**config.mk**
```make
export PLATFORM = sky130hd
export DESIGN_NAME = ws2811_pixel_serializer
export DESIGN_NICKNAME = d
export VERILOG_FILES = /design/src/rtl/ws2811_pixel_serializer.sv
export SDC_FILE = /design/constraint.sdc
export NUM_CORES = 1
export LEC_CHECK = 0
export CAP_MARGIN = 25
export CORE_MARGIN = 1.5
export CORE_UTILIZATION = 50
export CTS_CLUSTER_DIAMETER = 100
export DETAILED_ROUTE_END_ITERATION = 10
export PLACE_DENSITY = 0.7
export SLEW_MARGIN = 0
export SYNTH_ARGS = -nofsm -noshare
export SYNTH_HDL_FRONTEND = slang
export SYNTH_SLANG_ARGS = --single-unit
```
**constraint.sdc**
```tcl
create_clock -name clk -period 2.2 [get_ports clk]
set_input_delay 0.22 -clock clk [delete_from_list [all_inputs] [get_ports clk]]
set_output_delay 0.22 -clock clk [all_outputs]
set_load 0.02 [all_outputs]
```
**src/rtl/ws2811_pixel_serializer.sv**
```systemverilog
// Serializes 24-bit GRB pixels MSB-first into fixed-length bit slots for the WS2811 encoder,
// then holds the line low for the latch period.  state | meaning: IDLE wait | FETCH first pixel | SHIFT bits | LATCH low
module ws2811_pixel_serializer #(
  parameter int BIT_CYCLES   = 126,
  parameter int NUM_LEDS     = 50,
  parameter int RESET_CYCLES = 2600
) (
  input  logic        clk,
  input  logic        rst,
  input  logic        frame_start,
  input  logic [23:0] pix_data,
  input  logic        pix_valid,
  output logic        pix_ready,
  output logic        data,
  output logic        select,
  output logic        busy,
  output logic        frame_done,
  output logic        underrun
);

  localparam int CYC_W = $clog2(BIT_CYCLES);
  localparam int LED_W = $clog2(NUM_LEDS + 1);
  localparam int LAT_W = $clog2(RESET_CYCLES);

  typedef enum logic [1:0] {S_IDLE, S_FETCH, S_SHIFT, S_LATCH} state_t;

  state_t             state_q, state_d;
  logic [CYC_W-1:0]   cyc_cnt_q, cyc_cnt_d;
  logic [4:0]         bit_cnt_q, bit_cnt_d;
  logic [LED_W-1:0]   led_cnt_q, led_cnt_d;
  logic [LED_W-1:0]   fetch_cnt_q, fetch_cnt_d;
  logic [LAT_W-1:0]   lat_cnt_q, lat_cnt_d;
  logic [23:0]        shreg_q, shreg_d;
  logic [23:0]        hold_q, hold_d;
  logic               hold_full_q, hold_full_d;
  logic               pix_ready_q, pix_ready_d;
  logic               frame_done_q, frame_done_d;
  logic               xfer;
  logic               slot_end;
  logic               boundary;

  assign xfer     = pix_valid && pix_ready_q;
  assign slot_end = (cyc_cnt_q == CYC_W'(BIT_CYCLES - 1));
  assign boundary = (state_q == S_SHIFT) && slot_end && (bit_cnt_q == 5'd23);

  always_comb begin
    state_d      = state_q;
    cyc_cnt_d    = cyc_cnt_q;
    bit_cnt_d    = bit_cnt_q;
    led_cnt_d    = led_cnt_q;
    fetch_cnt_d  = fetch_cnt_q;
    lat_cnt_d    = lat_cnt_q;
    shreg_d      = shreg_q;
    hold_d       = hold_q;
    hold_full_d  = hold_full_q;
    frame_done_d = 1'b0;
    underrun     = 1'b0;

    case (state_q)
      S_IDLE: begin
        if (frame_start) begin
          state_d     = S_FETCH;
          led_cnt_d   = '0;
          fetch_cnt_d = '0;
        end
      end
      S_FETCH: begin
        if (xfer) begin
          shreg_d     = pix_data;
          fetch_cnt_d = fetch_cnt_q + LED_W'(1);
          cyc_cnt_d   = '0;
          bit_cnt_d   = '0;
          state_d     = S_SHIFT;
        end
      end
      S_SHIFT: begin
        // A transfer outside the boundary cycle parks the pixel in the holding register.
        if (xfer && !boundary) begin
          hold_d      = pix_data;
          hold_full_d = 1'b1;
          fetch_cnt_d = fetch_cnt_q + LED_W'(1);
        end
        if (!slot_end) begin
          cyc_cnt_d = cyc_cnt_q + CYC_W'(1);
        end else if (bit_cnt_q != 5'd23) begin
          cyc_cnt_d = '0;
          bit_cnt_d = bit_cnt_q + 5'd1;
          shreg_d   = {shreg_q[22:0], 1'b0};
        end else begin
          cyc_cnt_d = '0;
          bit_cnt_d = '0;
          led_cnt_d = led_cnt_q + LED_W'(1);
          if (led_cnt_q == LED_W'(NUM_LEDS - 1)) begin
            state_d   = S_LATCH;
            lat_cnt_d = '0;
          end else if (hold_full_q) begin
            shreg_d     = hold_q;
            hold_full_d = 1'b0;
          end else if (xfer) begin
            shreg_d     = pix_data;
            fetch_cnt_d = fetch_cnt_q + LED_W'(1);
          end else begin
            underrun  = 1'b1;
            state_d   = S_LATCH;
            lat_cnt_d = '0;
          end
        end
      end
      S_LATCH: begin
        if (lat_cnt_q == LAT_W'(RESET_CYCLES - 1)) begin
          state_d      = S_IDLE;
          frame_done_d = 1'b1;
        end else begin
          lat_cnt_d = lat_cnt_q + LAT_W'(1);
        end
      end
      default: state_d = S_IDLE;
    endcase

    pix_ready_d = !hold_full_d && (fetch_cnt_d < LED_W'(NUM_LEDS)) &&
                  ((state_d == S_FETCH) || (state_d == S_SHIFT));
  end

  always_ff @(posedge clk) begin
    if (rst) begin
      state_q      <= S_IDLE;
      cyc_cnt_q    <= '0;
      bit_cnt_q    <= '0;
      led_cnt_q    <= '0;
      fetch_cnt_q  <= '0;
      lat_cnt_q    <= '0;
      shreg_q      <= '0;
      hold_q       <= '0;
      hold_full_q  <= 1'b0;
      pix_ready_q  <= 1'b0;
      frame_done_q <= 1'b0;
    end else begin
      state_q      <= state_d;
      cyc_cnt_q    <= cyc_cnt_d;
      bit_cnt_q    <= bit_cnt_d;
      led_cnt_q    <= led_cnt_d;
      fetch_cnt_q  <= fetch_cnt_d;
      lat_cnt_q    <= lat_cnt_d;
      shreg_q      <= shreg_d;
      hold_q       <= hold_d;
      hold_full_q  <= hold_full_d;
      pix_ready_q  <= pix_ready_d;
      frame_done_q <= frame_done_d;
    end
  end

  assign pix_ready  = pix_ready_q;
  assign select     = (state_q == S_SHIFT);
  assign data       = select && shreg_q[23];
  assign busy       = (state_q != S_IDLE);
  assign frame_done = frame_done_q;

endmodule

```
-- Word level (Yosys, flattened, before mapping)
Index checks and enable logic that the tools add are counted.
- add/subtract/negate cells: 5
- multiply operators: 0
- divide/modulo/power cells: 0
- magnitude comparators: 1
- equal/unequal tests: 18
- shifts and indexed selects: 0
- multiplexer cells: 55
- bitwise logic cells: 1
- reduce and logical (&&, ||, !) cells: 22
- operators with widths (operator ; count):
    $mux W24 ; 5
    $mux W12 ; 6
    $mux W6 ; 11
    $pmux W24 S2 ; 1
    $pmux W12 S2 ; 1
    $pmux W6 S3 ; 1
    $mux W2 ; 8
    $mux W5 ; 3
    $mux W7 ; 2
    $pmux W7 S2 ; 1
    $mux W1 ; 13
    $add A12 B1 Y12 const B ; 1
    $add A6 B1 Y6 const B ; 2
    $eq A12 B12 Y1 const B ; 1
    $pmux W6 S2 ; 1
    $pmux W5 S2 ; 1
    $ne A2 B2 Y1 const B ; 4
    $pmux W2 S4 ; 1
    $reduce_bool A2 Y1 ; 4
    $add A7 B1 Y7 const B ; 1
    $eq A7 B7 Y1 const B ; 1
    $logic_and A1 B1 Y1 ; 7
    $eq A2 B2 Y1 const B ; 3
    $eq A6 B6 Y1 const B ; 1
    other kinds (17) ; 22
- register bits: 89
- bits in latches: 0
- memory bits (writable): 0
- memory bits (read-only): 0
- input port bits: 28
- memories: 0

-- Longest topological paths before layout
- word-level depth: 15
- mapped depth: 10
- depth with buffers taken out: 9

-- Worst setup path after synthesis
Ideal clock, no wire load.
- path type: register to register
- start: reg state_q[0]
- end: reg lat_cnt_q[11]
- setup time: 0.128 ns
- arrival time: 2.229 ns
- data required time: 2.072 ns
- setup slack: -0.157 ns
- cell stages (with the launch flop): 11
- buffers on the path: 1
- clock period less this slack: 2.357 ns
- cell sequence: dfxtp_1 > inv_1 > ha_1 > inv_2 > nor4_4 > buf_2 > a22oi_2 > nand3b_4 > nor4_2 > xnor2_1 > nor2_1
- cells in the longest elaborated chain, start to end: 3
- elaborated cells between the ends (all ways): 10
- RTL lines (what ; RTL line ; source):
    start: declaration ; 27 ; state_t state_q, state_d;
    start signal: assignment ; 138 ; state_q <= state_d;
    $eq A2 B2 Y1 * ; n/a ;
    net select ; 15 ; output logic select,
    $ne A3 B2 Y1 (no line), or another cell as far along ; n/a ;
    $reduce_and A6 Y1 (no line) ; n/a ;
    end signal: assignment ; 143 ; lat_cnt_q <= lat_cnt_d;
    end: declaration ; 32 ; logic [LAT_W-1:0] lat_cnt_q, lat_cnt_d;
Mark *: on every way through the listed nets, which the timed path passes. The rest lies on a longest branch.
A chain may end at the register's enable or synchronous reset.

-- Final worst setup path
- start: reg led_cnt_q[1]
- end: reg pix_ready_q (netlist: pix_ready)
- cells in the longest elaborated chain, start to end: 8
- elaborated cells between the ends (all ways): 20
- RTL lines (what ; RTL line ; source):
    start: declaration ; 30 ; logic [LED_W-1:0] led_cnt_q, led_cnt_d;
    start signal: assignment ; 141 ; led_cnt_q <= led_cnt_d;
    $eq A6 B6 Y1 * ; 93 ; if (led_cnt_q == LED_W'(NUM_LEDS - 1)) begin
    $mux W6, or another cell as far along ; 93 ;
    $mux W6, or another cell as far along ; 85 ; end else if (bit_cnt_q != 5'd23) begin
    $mux W6, or another cell as far along ; 83 ; if (!slot_end) begin
    $pmux W6 S3, or another cell as far along ; 59 ; case (state_q)
    $lt A6 B6 Y1, or another cell as far along ; 120 ; pix_ready_d = !hold_full_d && (fetch_cnt_d < LED_W'(NUM_LEDS)) &&
    $logic_and A1 B1 Y1 / $logic_or A1 B1 Y1 (equally long branches) ; 120, 121 ;
    $logic_and A1 B1 Y1 * ; 120 ;
    end signal: assignment ; 147 ; pix_ready_q <= pix_ready_d;
    end: declaration ; 36 ; logic pix_ready_q, pix_ready_d;
Mark *: on every way between the ends. The rest lies on a longest branch, timed or not.

==> results.cfg <==
[global_route]
grt_pass1_wl_um = 17900
grtUsageMet3_pct = 3.16
top_usage_layer = met2
grt.total_usage_pct = 24.6
grt_pass1_vias = 3801
antenna_found_initial = 0
met1_usage_pct = 32.6
grt_use_met2_pct = 40.7
grt_max_degree = 45
overflow = 0

[timing]
fin_crit_ns = 2.17
maxSlewViolCount = 0
fin_crit_sh_pct = 98.8
fin_skew_ns = 0.00719
fmax_ghz = 0.460
hold_viol = 0
max_slew_margin_pct = 63.3
holdWs_ns = 0.330
setup_viol = 0
worst_pin_slew_ns = 0.550
rsz0062_at_grt = yes

[power_and_ir_drop]
vdd.ir_drop.worst_mv = 0.413
total_power_w = 0.00335
cellLeakagePower_nw = 2.10
p_per_area_nw_per_um2 = 605

[detailed_routing]
first_pass_iters = 8
vias = 4121
vias_per_cell = 5.80
ant_nets = 0
first_iter_violations = 327
avgRoutedWirePerCell_um = 15.1
drc = 0
routed_wl_um = 10800

[finish]
ff_latch_area_um2 = 1800
antenna_cells = 0
area_delta_synth_final_pct = 28.3
final_nets = 642
multiInputGateArea_um2 = 2530
post_route_cells_drive_above_1_share_pct = 19.5
nFillCells = 694
final_util_pct = 66.8

[synthesis]
yosysTopAreaCell = dfxtp_1
ys_seq_area_share_pct = 41.3
synthCells = 532
ys_async_sr_fraction_pct = 0
yosys-top-cells-count = 89 x dfxtp_1, 87 x nor2_1, 77 x nand2_1
yosysWarnings = 0
synthTopCellsByArea = dfxtp_1 41%, a21oi_1 7.9%, nor2_1 7.6%
synth-edff-count = 0
yosysMostFrequentCell = dfxtp_1
syn_nets = 572
ys_seq_elements = 89
synth_top_flop_cell = dfxtp_1
synth_cell_types = 61
yosys.area.top_type_share_pct = 41.3
syn_area_um2 = 4320
avgSynthCellArea_um2 = 8.12

[setup_path]
r2r_end = pix_ready
r2r_start = led_cnt_q[1]
ff2ff_path_depth = 10
required_ns = 2.48
crit_chain = inv_2 -> ha_4 -> and4b_2 -> a21o_4 -> buf_6 -> nand3_4 -> o2111a_1 -> a21oi_2 -> or3_1 -> a311oi_1
end_kind = register
worstSetupStartpoint = led_cnt_q[1]
crit_path_top_delay_cell = or3_1
crit_path_max_incr_delay_ns = 0.36
path_max_fanout = 3
startpoint_type = register
worstPathArrival_ns = 2.45
path_class = reg2reg
ff2ff_setup_slack_ns = 0.03

[placed_design]
dp_hpwl_um = 7000
port_buffers = 33
routabilityCongestion = 0.902

[worst_hold_path]
holdPathEnd = shreg_q[7]
hold_depth = 2
hold_path.class = in2reg
min-delay-start = rst

[flow_run]
maxCapViolCount = 0

[cts]
clk_latency_ns = 0.36
cts_buffer_depth = 2
root_buffer = clkbuf_8
h-tree-depth = 3
clock-sinks = 89
cts_tree = built
clk_pin_slew_ns = 0.09
ctsHoldBuffers = 0
numCtsBuffers = 9

[die]
die_w_um = 95.9
rows = 33
die_h_um = 95.9
die-area_um2 = 9200
start_util_pct = 52.0
core_um2 = 8300
pin_count = 34

[status]
status = finished, final reports clean
[cell usage in the layout, fill, tap and decap left out, drive strengths merged, types with 3 or more instances in the layout]
| master | n |
|---|---|
| a211oi | 3 |
| inv | 11 |
| a22oi | 4 |
| nand4b | 3 |
| dfxtp | 89 |
| a21oi | 68 |
| and3 | 5 |
| a222oi | 23 |
| nand2 | 77 |
| clkbuf | 9 |
| bufinv | 3 |
| o21ai | 10 |
| xor2 | 11 |
| nor3 | 10 |
| clkdlybuf4s50 | 31 |
| a31oi | 3 |
| xnor2 | 9 |
| and2 | 6 |
| a21o | 7 |
| buf | 59 |
| nor4 | 5 |
| or3 | 5 |
| nand4 | 10 |
| nor2 | 87 |
| nor2b | 7 |
| nand3 | 10 |
| ha | 12 |
[final cells by class]
type	count	share of cell area, %
multi-input combinational	402	45.7
sequential	89	32.4
timing repair buffer	91	14.6
tap	105	2.37
clock buffer	9	2.24
clock inverter	6	2.08
inverter	9	0.610
[critical path: cells and delay by family (launching register included)]
| family | cells | cell delay, ns |
|---|---|---|
| AND/OR/NAND/NOR | 3 | 0.69 |
| flip-flops | 1 | 0.34 |
| AO/OA/AOI/OAI | 4 | 0.74 |
| adder cells (fa/ha/maj) | 1 | 0.15 |
| buffers and inverters | 2 | 0.18 |
[report_power, final]
group,switching [W],internal (W)
logic,0.000178,0.000162
registers,0.0000172,0.00163
clock network,0.000609,0.000757
total,0.000804,0.00255
[state kept, by name, indices dropped and copies added (netlist names)]
signal       flops
shreg_q         24
bit_cnt_q        5
cyc_cnt_q        7
lat_cnt_q       12
state_q          2
hold_q          24
led_cnt_q        6
fetch_cnt_q      6
pix_ready        1
frame_done       1
hold_full_q      1
[routing by layer]
metal | up-vias | part of all wire (%)
met5 | - | 0
met4 | 0 | 2.0
met3 | 20 | 4.4
met2 | 123 | 48
met1 | 1943 | 46
li1 | 2035 | -
[cell families (layout without fill, tap and decap cells)]
kind of cell / count (synthesis) / count (layout) / synth area share [%]
adder cells (fa/ha/maj): 12 / 12 / 3.48
buffers and inverters: 41 / 115 / 3.59
flip-flops: 89 / 89 / 41.3
AND/OR/NAND/NOR: 235 / 235 / 26.5
XOR/XNOR: 20 / 20 / 4.06
AO/OA/AOI/OAI: 133 / 133 / 20.6
multiplexers: 2 / 2 / 0.493
[metrics by stage]
step	instance area [um2]	std cells	setup TNS, ns	setup slack, ns
final	5540	711	0	0.0256
after global routing	5540	711	-0.255	-0.0792
after CTS	5410	706	0	0.00591
after detailed placement	5070	687	-0.0637	-0.0636
after global placement	5070	687	-0.0371	-0.0371
after floorplan	4330	532	-0.0655	-0.0495
[worst max-delay path by stage]
stage / cells past startpoint / slack [ns] / to
floorplan: 10 / -0.05 / lat_cnt_q[11]
finish: 10 / 0.03 / pix_ready
global route: 11 / -0.08 / pix_ready
detailed placement: 8 / -0.06 / pix_ready
global placement: 8 / -0.04 / pix_ready
CTS: 9 / 0.006 / pix_ready
[what timing repair did]
action,CTS,global route
resized for setup,19,22
buffers inserted,4,5
endpoints found under the setup margin,4,32
pin swaps,7,14
No activity file was read; power rests on OpenSTA's default activity.
==> patch 1, RTL diff (same flow settings) <==
The parameter `RESET_CYCLES` goes from 2600 to 1300.
--- a/src/rtl/ws2811_pixel_serializer.sv
+++ b/src/rtl/ws2811_pixel_serializer.sv
@@ -3,7 +3,7 @@
 module ws2811_pixel_serializer #(
   parameter int BIT_CYCLES   = 126,
   parameter int NUM_LEDS     = 50,
-  parameter int RESET_CYCLES = 2600
+  parameter int RESET_CYCLES = 1300
 ) (
   input  logic        clk,
   input  logic        rst,
Behaviour: no difference found for any inputs over 10 cycles, from zero or initial values and one cycle with rst high; that may be too few to reach the edited logic, so the function may still have changed.
==> patch 1 against the unedited design <==
  * Global-route usage decreased by 1.6 points
  * Largest cell class unchanged
  * Sequential cell count decreased by 1
  * Area after synthesis increased by 6.5%
  * The run now ends with DRC left
  * Wire length increased by 2.0%
  * Non-clock buffer count decreased by 20
  * Worst setup slack improved by 5.9 ps
  * Cell area increased by 0.23%
  * Count of clock-buffer cells in the layout increased by 1
  * Sequential share of layout area decreased by 0.55 points
Power is not compared: it rests on default switching activity, and its combinational part moved more than twofold at a synthesized area within 25%.
==> patch 1: results (changes against the unedited design) <==
[run_status]
status = finished, violations left  ; was completed
violations = DRC

[drt]
routed_wl_mm = 11.0  ; was 10.8 mm
drtPass1Iterations = 7  ; was 8
drc = 2  ; was 0
drt-initial-drc-count = 243  ; was 327
routed_via_density = 5.79  ; was 5.80
vias = 4416  ; was 4121

[clocking]
numCtsBuffers = 9  ; unchanged
clk_pin_slew_worst_paths_ps = 90  ; about the same

[final_layout]
drive_above_1_share_pct = 12.7  ; was 19.5%
reg_top3 = hold_q: 24 flops, shreg_q: 24 flops, lat_cnt_q: 11 flops  ; was hold_q: 24 flops, shreg_q: 24 flops, lat_cnt_q: 12 flops
final_area_mm2 = 0.00555  ; was 0.00554 mm²
fillers = 791  ; was 694
nNetsFinal = 690  ; was 642

[global_route]
grt_max_degree = 69  ; was 45
grtUsageTotal_pct = 23.0  ; was 24.6%
grt_pass1_wl_mm = 18.7  ; was 17.9 mm
grt_util_met2_pct = 37.7  ; was 40.7%
grt.met3_usage_pct = 2.98  ; was 3.16%

[timing]
holdWs_ps = 167  ; was 330 ps
finClkSkew_ps = 15.3  ; was 7.19 ps
worstMarginPinSlew_ps = 529  ; was 550 ps

[worst_setup_path]
worst-r2r-cell-count = 9  ; was 10
path_max_fanout = 2  ; was 3
arrival_ps = 1950  ; was 2450 ps
crit_start = cyc_cnt_q[1]  ; was led_cnt_q[1]

[placement]
place_area_mm2 = 0.00524  ; was 0.00507 mm²
dp.cells = 744  ; was 687
pre_cts_slack_ps = -67.6  ; was -63.6 ps
globalplace.congestion = 0.904  ; was 0.902

[synthesis]
ys_seq_area_share_pct = 38.3  ; was 41.3%
ys_top_cells_by_count = 117 x nand2_1, 88 x dfxtp_1, 82 x nor2_1  ; was 89 x dfxtp_1, 87 x nor2_1, 77 x nand2_1
synth_cell_types = 59  ; was 61
synth_area_per_cell_um2 = 7.58  ; was 8.12 µm²
synth_fp_nets = 647  ; was 572
synth_area_leaders = dfxtp_1 38%, nand2_1 9.5%, a21oi_1 7.3%, nor2_1 6.7%, a311oi_1 4.8%  ; was dfxtp_1 41%, a21oi_1 7.9%, nor2_1 7.6%, nand2_1 6.7%, a222oi_1 5.3%

[min_path]
hold_class = primary input to flip-flop  ; unchanged
hold_path_end = state_q[0]  ; was shreg_q[7]

patch 1: cell families after synthesis:
family                   after synthesis  synth area share (%)
adder cells (fa/ha/maj)               12                  3.26
multiplexers                           1                 0.218
buffers and inverters                 52                  4.35
flip-flops                            88                  38.3
AND/OR/NAND/NOR                      277                  27.9
XOR/XNOR                              16                  3.05
AO/OA/AOI/OAI                        161                  22.9
patch 1: worst max-delay path, cell delays in order (launching register included):
cell and delay, ps:
dfxtp_1 320, inv_1 60, ha_2 190, and4_1 250
nand4_1 150, nor3_1 270, clkdlybuf4s15_1 350
patch 1: per-layer routing:
| metal | routed length, µm | up-vias |
|---|---|---|
| li1 | - | 2238 |
| met1 | 5310 | 2075 |
| met2 | 5140 | 85 |
| met3 | 337 | 18 |
| met4 | 184 | 0 |
| met5 | 0 | - |
patch 1: worst max path at each step:
stage,cells past startpoint,slack [ps],end
2_1_floorplan,8,60,pix_ready
3_3_place_gp,7,-7,lat_cnt_q[6]
3_5_place_dp,7,-70,lat_cnt_q[8]
4_1_cts,8,10,pix_ready
5_1_grt,9,-100,pix_ready
6_report,6,30,underrun
patch 1: final cells by class:
cell class	count	area share [%]
Clock buffer	10	2.30
Tap cell	108	2.43
Inverter	13	0.879
Multi-Input combinational cell	467	49.4
Sequential cell	88	31.9
Timing Repair Buffer	71	11.9
Clock inverter	6	1.24
patch 1: power by group:
part | switching (mW) | total, mW | internal [mW]
clock network | 0.591 | 1.12 | 0.529
logic | 0.480 | 0.870 | 0.390
registers | 0.0869 | 1.79 | 1.70
patch 1: timing repair:
item / 4_1_cts / 5_1_grt
setup endpoints to repair: 4 / 19
pin swaps: 0 / 6
setup buffers: 1 / 2
gates resized for setup: 7 / 19
==> patch 2, RTL diff (config.mk and constraints unchanged) <==
Made on the original files. Make the reset (`rst`) asynchronous in one clocked block.
--- a/src/rtl/ws2811_pixel_serializer.sv
+++ b/src/rtl/ws2811_pixel_serializer.sv
@@ -121,7 +121,7 @@
                   ((state_d == S_FETCH) || (state_d == S_SHIFT));
   end
 
-  always_ff @(posedge clk) begin
+  always_ff @(posedge clk or posedge rst) begin
     if (rst) begin
       state_q      <= S_IDLE;
       cyc_cnt_q    <= '0;
Check against the original RTL: differs if rst is asserted again (counterexample within 4 cycles, from zero or initial values and one cycle with rst high); with rst held inactive, the same outputs for 10 cycles.
==> patch 2 against the unedited design <==
  * The run now ends with setup timing left
  * Area after synthesis grew 3.8%
  * Worst setup slack worse by 120 ps
  * Sequential cell count did not move
  * Wire length rose by 4.7%
  * Utilization down 0.27 points
  * Synthesized cell count decreased by 16%
  * Clock skew is 9.3 ps higher
  * Cell area increased by 4.7%
  * Largest cell class unchanged
Power is not compared: it rests on default switching activity, and its combinational part moved more than twofold at a synthesized area within 25%.
==> patch 2: results (changes against the unedited design) <==
[synthesis]
ys_seq_area_share_pct = 49.7  ; was 41.3%
synth_area_leaders = dfrtp_1 50%, o21ai_0 6.1%, mux2_2 6.0%, a222oi_1 5.1%, nand2_1 4.4%  ; was dfxtp_1 41%, a21oi_1 7.9%, nor2_1 7.6%, nand2_1 6.7%, a222oi_1 5.3%
ys_top_cells_by_count = 89 x dfrtp_1, 55 x o21ai_0, 52 x nand2_1  ; was 89 x dfxtp_1, 87 x nor2_1, 77 x nand2_1
async_reset_ff_share_pct = 100  ; was 0%
synth_mux_area_share_pct = 6.48  ; was 0.493%

[run_status]
violations = setup timing
status = finished, violations left  ; was completed

[timing]
finClkSkew_ps = 16.5  ; was 7.19 ps
final.setup.worst_slack_ps = -90.9  ; was 25.6 ps
holdWs_ps = 205  ; was 330 ps
setup_viol = 2  ; was 0

[placement]
dp_hpwl_mm = 7.46  ; was 7.00 mm
globalplace.congestion = 0.877  ; was 0.902
pre_cts_slack_ps = -157  ; was -63.6 ps
place_area_mm2 = 0.00541  ; was 0.00507 mm²

[global_route]
grt.met3_usage_pct = 3.24  ; was 3.16%
grt_use_met1_pct = 31.5  ; was 32.6%
grtUsageTotal_pct = 24.1  ; was 24.6%
grt_max_degree = 52  ; was 45
grt_util_met2_pct = 41.3  ; was 40.7%

[worst_setup_path]
worstReg2RegStart = bit_cnt_q[0]  ; was led_cnt_q[1]
crit_path_max_incr_delay_ps = 390  ; was 360 ps

[drt]
drt-initial-drc-count = 295  ; was 327
dr_wl_met2_mm = 5.72  ; was 5.16 mm

[min_path]
hold_class = primary input to asynchronous set/reset pin  ; was primary input to flip-flop

-- patch 2: cell types whose count changed in the layout (fill, tap and decap cells not counted), sizes merged, moves of 9 or more --
cell / before / now
a21oi: 68 / 16
buf: 59 / 68
dfrtp: 0 / 89
dfxtp: 89 / 0
mux2: 1 / 24
nand2: 77 / 52
nor2: 87 / 30
o21ai: 10 / 55
-- patch 2: area by class of cell --
cell class | instances | area (µm²)
clock buffers | 10 | 138
clock inverters | 5 | 63.8
fillers | 685 | 2920
inverters | 10 | 41.3
multi-input cells | 326 | 2250
flip-flops and latches | 89 | 2230
well taps | 108 | 135
repair buffers | 101 | 943
-- patch 2: per-stage QoR --
| step | utilization [%] | total power, mW | TNS [ps] |
|---|---|---|---|
| 6_report | 66.5 | 2.91 | -95.9 |
| 5_1_grt | 66.5 | 3.02 | -426 |
| 4_1_cts | 65.1 | 2.94 | -97.7 |
| 3_5_place_dp | 62.1 | 1.78 | -225 |
| 3_3_place_gp | 62.1 | 1.78 | -117 |
| 2_1_floorplan | - | 1.70 | -1450 |
